==> config.mk <==
export PLATFORM = sky130hd
export DESIGN_NAME = rgb_to_ycbcr_blk
export DESIGN_NICKNAME = d
export VERILOG_FILES = /design/src/rtl/jpeg_color_pkg.sv /design/src/rtl/rgb_to_ycbcr_px.sv /design/src/rtl/rgb_to_ycbcr_blk.sv
export SDC_FILE = /design/constraint.sdc
export NUM_CORES = 2
export LEC_CHECK = 0
export BUFFER_PORTS_ARGS = -buffer_cell sky130_fd_sc_hd__buf_2
export CAP_MARGIN = 10
export CORE_AREA = 2 2 617 619
export CTS_BUF_LIST = sky130_fd_sc_hd__clkbuf_8
export DETAILED_ROUTE_END_ITERATION = 7
export DIE_AREA = 0 0 619 621
export SYNTH_ARGS = -nofsm -noshare
export SYNTH_HDL_FRONTEND = slang
export SYNTH_SLANG_ARGS = --single-unit
==> constraint.sdc <==
create_clock -name clk -period 54.1 [get_ports clk]
set_input_delay 5.41 -clock clk [delete_from_list [all_inputs] [get_ports clk]]
set_output_delay 5.41 -clock clk [all_outputs]
set_load 0.02 [all_outputs]
==> src/rtl/jpeg_color_pkg.sv <==
// Constants and pixel type shared by the encoder-side (RGB->YCbCr) and decoder-side colour converters.
// The Q8 coefficients below are BT.601 full-range values scaled by 256.
package jpeg_color_pkg;

  localparam int BLK_PIXELS = 64;
  localparam int FRAC_BITS  = 8;
  localparam int SUM_W      = 18;

  localparam int C_Y_R  = 77;
  localparam int C_Y_G  = 150;
  localparam int C_Y_B  = 29;
  localparam int C_CB_R = -43;
  localparam int C_CB_G = -85;
  localparam int C_CB_B = 128;
  localparam int C_CR_R = 128;
  localparam int C_CR_G = -107;
  localparam int C_CR_B = -21;

  localparam int ROUND_K    = 128;
  localparam int CHROMA_OFS = 128;

  typedef struct packed {
    logic [7:0] r;
    logic [7:0] g;
    logic [7:0] b;
  } pixel_t;

  typedef logic signed [SUM_W-1:0] sum_t;

  // Rounded dot product of one pixel with one coefficient row; the worst case, 256*255+128, fits in SUM_W.
  function automatic sum_t mac3(input pixel_t p, input int c_r, input int c_g, input int c_b);
    int acc;
    acc = c_r * int'({24'd0, p.r}) + c_g * int'({24'd0, p.g}) + c_b * int'({24'd0, p.b}) + ROUND_K;
    return sum_t'(acc);
  endfunction

endpackage

==> src/rtl/rgb_to_ycbcr_px.sv <==
// Two-stage per-pixel RGB->YCbCr datapath: stage 1 registers the Q8 sums, stage 2 scales and offsets them.
// Define RGB2YCC_CLAMP_EN to saturate results to [0,255]; otherwise the results wrap to 8 bits.
module rgb_to_ycbcr_px
  import jpeg_color_pkg::*;
(
  input  logic       clk,
  input  logic       rst,
  input  logic       i_valid,
  input  pixel_t     i_pix,
  output logic       o_valid,
  output logic [7:0] o_y,
  output logic [7:0] o_cb,
  output logic [7:0] o_cr
);

  logic r_s1_vld;
  sum_t r_sum_y;
  sum_t r_sum_cb;
  sum_t r_sum_cr;

  // NOTE: sequential state uses non-blocking assignments, so every register samples pre-edge values.
  always_ff @(posedge clk or posedge rst) begin
    if (rst) begin
      r_s1_vld <= 1'b0;
      r_sum_y  <= '0;
      r_sum_cb <= '0;
      r_sum_cr <= '0;
    end else begin
      r_s1_vld <= i_valid;
      if (i_valid) begin
        r_sum_y  <= mac3(i_pix, C_Y_R,  C_Y_G,  C_Y_B);
        r_sum_cb <= mac3(i_pix, C_CB_R, C_CB_G, C_CB_B);
        r_sum_cr <= mac3(i_pix, C_CR_R, C_CR_G, C_CR_B);
      end
    end
  end

  function automatic logic [7:0] post(input sum_t s, input int ofs);
    sum_t v;
    v = (s >>> FRAC_BITS) + sum_t'(ofs);
`ifdef RGB2YCC_CLAMP_EN
    if (v[SUM_W-1]) begin
      return 8'd0;
    end else if (|v[SUM_W-2:8]) begin
      return 8'd255;
    end
`endif
    return 8'(v);
  endfunction

  assign o_valid = r_s1_vld;
  assign o_y     = post(r_sum_y,  0);
  assign o_cb    = post(r_sum_cb, CHROMA_OFS);
  assign o_cr    = post(r_sum_cr, CHROMA_OFS);

endmodule

==> src/rtl/rgb_to_ycbcr_blk.sv <==
// 8x8 block RGB->YCbCr converter: accepts 64 pixels in raster order, presents full Y/Cb/Cr blocks.
// Saturation versus wrap is selected by RGB2YCC_CLAMP_EN inside rgb_to_ycbcr_px.
module rgb_to_ycbcr_blk
  import jpeg_color_pkg::*;
(
  input  logic                 clk,
  input  logic                 rst,
  input  logic                 valid_in,
  input  logic [7:0]           r,
  input  logic [7:0]           g,
  input  logic [7:0]           b,
  output logic                 ready_out,
  output logic [7:0][7:0][7:0] y,
  output logic [7:0][7:0][7:0] cb,
  output logic [7:0][7:0][7:0] cr,
  output logic                 valid_out,
  input  logic                 ready_in
);

  localparam int CNT_W = $clog2(BLK_PIXELS + 1);
  localparam int IDX_W = $clog2(BLK_PIXELS);

  logic [CNT_W-1:0]     r_acc_cnt;
  logic [IDX_W-1:0]     r_wr_idx;
  logic                 r_valid_out;
  logic [7:0][7:0][7:0] r_y;
  logic [7:0][7:0][7:0] r_cb;
  logic [7:0][7:0][7:0] r_cr;

  logic       w_accept;
  logic       w_release;
  logic       w_px_vld;
  pixel_t     w_pix;
  logic [7:0] w_y;
  logic [7:0] w_cb;
  logic [7:0] w_cr;

  assign ready_out = !rst && (r_acc_cnt != CNT_W'(BLK_PIXELS));
  assign w_accept  = valid_in && ready_out;
  assign w_release = r_valid_out && ready_in;
  assign w_pix     = '{r: r, g: g, b: b};

  rgb_to_ycbcr_px u_px (
    .clk     (clk),
    .rst     (rst),
    .i_valid (w_accept),
    .i_pix   (w_pix),
    .o_valid (w_px_vld),
    .o_y     (w_y),
    .o_cb    (w_cb),
    .o_cr    (w_cr)
  );

  // The accept count stops at 64, so the pipeline is already empty when the block is released.
  always_ff @(posedge clk or posedge rst) begin
    if (rst) begin
      r_acc_cnt   <= '0;
      r_wr_idx    <= '0;
      r_valid_out <= 1'b0;
    end else if (w_release) begin
      r_acc_cnt   <= '0;
      r_wr_idx    <= '0;
      r_valid_out <= 1'b0;
    end else begin
      if (w_accept) begin
        r_acc_cnt <= r_acc_cnt + 1'b1;
      end
      if (w_px_vld) begin
        r_wr_idx <= r_wr_idx + 1'b1;
        if (r_wr_idx == IDX_W'(BLK_PIXELS - 1)) begin
          r_valid_out <= 1'b1;
        end
      end
    end
  end

  // NOTE: the block buffers are reset on purpose so a reset mid-block can never expose stale pixels.
  always_ff @(posedge clk or posedge rst) begin
    if (rst) begin
      r_y  <= '0;
      r_cb <= '0;
      r_cr <= '0;
    end else if (w_px_vld) begin
      r_y [r_wr_idx[5:3]][r_wr_idx[2:0]] <= w_y;
      r_cb[r_wr_idx[5:3]][r_wr_idx[2:0]] <= w_cb;
      r_cr[r_wr_idx[5:3]][r_wr_idx[2:0]] <= w_cr;
    end
  end

  assign valid_out = r_valid_out;
  assign y         = r_y;
  assign cb        = r_cb;
  assign cr        = r_cr;

endmodule

==> results.json <==
{
  "ctsLongestPathBuffers": 4,
  "syn_inst": 5384,
  "holdCritPathClass": "flip-flop to flip-flop",
  "drt_iter0_markers": 3369,
  "ys_seq_elements": 1575,
  "drt.antenna.violating_nets": 0,
  "setup_skew_ns": 0.0773,
  "maxCapViolations": 0,
  "seq_total_area_yosys": 0.586,
  "clk_root_buffer_cell": "sky130_fd_sc_hd__clkbuf_8",
  "endpoint_kind": "output pin",
  "post_cts_setup_driven_buffer_insertion_count": 0,
  "whs_path_depth": 2,
  "core_region_area_mm2": 0.378,
  "pwr-share-seq": 0.374,
  "final_min_period_over_clock_period": 0.211,
  "initial_core_utilization": 0.178,
  "worst_ep_required_time_ns": 48.69,
  "worst_setup_path_start_kind": "input pin",
  "share_clk_of_total_power": 0.233,
  "hold_viol_final": 0,
  "sum_of_negative_setup_slack_ns": 0,
  "cts_hold_buf": 0,
  "placed_wire_length_estimate_um": 201000,
  "sw_frac_of_total": 0.427,
  "crit_path_max_incr_delay_ns": 0.21,
  "ys_top_cells_by_area": "sky130_fd_sc_hd__dfrtp_1 (59%), sky130_fd_sc_hd__mux2_2 (18%), sky130_fd_sc_hd__nand2_1 (7.1%)",
  "worst_setup_hold_path_clk_slew_ns": 0.06,
  "tritoncts": "yes",
  "vdd_drop_max_v": 0.0000599,
  "unrepaired_setup_endpoints_after_global_routing": "false",
  "via_per_inst": 3.95,
  "synth_top_cells_by_count": "sky130_fd_sc_hd__dfrtp_1 (1575), sky130_fd_sc_hd__nand2_1 (1270), sky130_fd_sc_hd__mux2_2 (1051), sky130_fd_sc_hd__inv_1 (277), sky130_fd_sc_hd__clkbuf_1 (275)",
  "yosysWarnings": 0,
  "max_slew.worst_pin.slew_ns": 1.18,
  "floorplan.die.width_um": 619,
  "finalMaxSlewViolations": 0,
  "yosysUniqueCellTypes": 55,
  "crit_buf_inv": 2,
  "gr-total-overflow": 0,
  "vias": 48300,
  "power.net_switching_w": 0.00205,
  "yosys.area.top_type_share": 0.586,
  "synth_top_area_cell": "sky130_fd_sc_hd__dfrtp_1",
  "critical_path.most_common_cell": "sky130_fd_sc_hd__buf_2",
  "postLayoutCoreUtil": 0.229,
  "run_status": "completed",
  "post_route_cells_drive_above_1_share": 0.449,
  "grt_start_max_net_pins": 163,
  "yosysMostFrequentCell": "sky130_fd_sc_hd__dfrtp_1",
  "io_buffer_count": 1565,
  "synthToLayoutAreaGrowth_pct": 28.9,
  "layout_min_cycle_time_ns": 11.39,
  "critPathKind": "input pin to output pin",
  "cts_max_level": 5,
  "regToRegSetupSlack_ns": 50.91,
  "syn_area_per_cell_um2": 12.5,
  "power_frac_comb": 0.393,
  "design.die.area_mm2": 0.384,
  "synth_area_mm2": 0.0672,
  "mappedNetlistNets": 5796,
  "hold_path_startpoint": "y[433]$_DFFE_PP0P_",
  "design.portCount": 1566,
  "drt_wl_total_um": 287000,
  "cellPowerDensity_mw_per_mm2": 55.4,
  "place_congestion": 0.839,
  "drc": 0,
  "routedWlPerCell_um": 23.5,
  "timing.max_slew.rel_slack": 0.214,
  "synth_top_flop_cell": "sky130_fd_sc_hd__dfrtp_1",
  "numCtsBuffers": 282,
  "timing.hold.worst_endpoint": "y[433]$_DFFE_PP0P_",
  "grt_first_pass_wirelength_um": 390000,
  "grt_antenna_before_repair": 38,
  "cp_top_family": "buffers and inverters",
  "cp-startpoint": "rst",
  "dieHeight_um": 621,
  "cpMaxStageDelayCell": "sky130_fd_sc_hd__a31oi_1",
  "first_global_vias": 48000,
  "power.internal_w": 0.00275,
  "fin_nets": 7400,
  "post_cts.resized_instances": 0,
  "total_clock_sinks": 1575,
  "num_rows": 226,
  "async_flop_share": 1.00,
  "worstPathArrival_ns": 5.98,
  "synth-edff-count": 0,
  "clk_latency_ns": 1.00,
  "grt.total_usage": 0.144,
  "biggest_fanout_along_the_worst_timing_path": 2,
  "timing.final.setup_violations": 0,
  "p_leak_nw": 48.6,
  "worst_r2r_endpoint": "cr[467]$_DFFE_PP0P_",
  "regToRegStartpoint": "u_px.o_valid$_DFF_PP0_",
  "first_pass_iters": 7,
  "worstPathCellList": "buf_2, a31oi_1, buf_2",
  "r2r.worst_path.cells": 4,
  "peak_freq_mhz": 87.8
}
-- per-layer routing --
layer / GRT usage / wire (um)
met5: 0 / 53
met4: 0.0559 / 10700
met3: 0.0352 / 23700
met2: 0.241 / 137000
met1: 0.177 / 115000
-- through the flow --
stage               std cells  cell area, um^2  total power (W)  hold WS, ns  setup slack, ns
floorplan                5384            67200          0.00287        0.506             4.25
global placement        11700            81100          0.00370        0.454            41.68
detailed placement      11700            81100          0.00373        0.457            41.54
CTS                     12200            86600          0.00486        0.471            42.72
global route            12200            86600          0.00508        0.486            42.11
finish                  12200            86600          0.00480        0.467            42.71
-- power by group through the flow --
stage          clock (W)  sequential (W)  combinational (W)
2_1_floorplan          0         0.00202           0.000848
3_3_place_gp           0         0.00181            0.00189
3_5_place_dp           0         0.00183            0.00190
4_1_cts          0.00115         0.00181            0.00191
5_1_grt          0.00120         0.00185            0.00204
6_report         0.00112         0.00180            0.00188
-- cell type report --
class                   count  area, um^2
well taps                5016        6280
flip-flops and latches   1575       39500
multi-input cells        3184       25600
clock buffers             341        4690
fillers                 40600      291000
clock inverters           133         827
repair buffers           1668        8640
inverters                 277        1050
diodes                     19        47.5
-- worst min-delay path, delay by kind of cell (launching register included) --
kind	cells	cell delay [ns]
flops	1	0.33
simple gates	2	0.10
-- worst max-delay path by stage --
stage	end	slack (ns)	cells after the start
floorplan	cb[0]$_DFFE_PP0P_	4.25	1
global placement	y[160]$_DFFE_PP0P_	41.68	10
detailed placement	y[240]$_DFFE_PP0P_	41.54	10
CTS	ready_out	42.72	3
global route	y[209]$_DFFE_PP0P_	42.11	10
finish	ready_out	42.71	3
-- state kept, by name (all words and copies together), names as in the netlist --
| register | flops |
|---|---|
| u_px.r_sum_cr | 8 |
| r_acc_cnt | 7 |
| u_px.r_sum_y | 8 |
| r_wr_idx | 6 |
| u_px.o_valid | 1 |
| u_px.r_sum_cb | 8 |
| y | 512 |
| cb | 512 |
| valid_out | 1 |
| cr | 512 |
-- layout by cell type (no fill, tap or decap), drive strengths merged, types with 4 or more instances in the layout --
master,synthesis,layout
bufinv,0,5
mux2,1056,1056
clkbuf,275,341
nand3,9,9
clkinv,0,15
o21ai,164,164
and3,12,12
nor2b,6,6
diode,0,19
or4,4,4
clkinvlp,0,8
dfrtp,1575,1575
a21o,14,14
nor2,55,55
ha,249,249
a31oi,4,4
inv,277,382
buf,73,1668
fa,135,135
nor4,4,4
nand2b,11,11
xor2,24,24
xnor2,35,35
mux2i,4,4
nor3,13,13
o31ai,4,4
nand4,8,8
o211ai,4,4
nand2,1297,1297
a21oi,31,31
or2,5,5
-- kinds of logic after synthesis --
family                   count (synthesis)  share of synthesized area
multiplexers                          1060                      0.177
AO/OA/AOI/OAI                          244                     0.0207
flip-flops                            1575                      0.586
adder cells (fa/ha/maj)                384                     0.0866
AND/OR/NAND/NOR                       1437                     0.0851
XOR/XNOR                                59                    0.00769
buffers and inverters                  625                     0.0361
No activity file was read; power rests on OpenSTA's default activity.
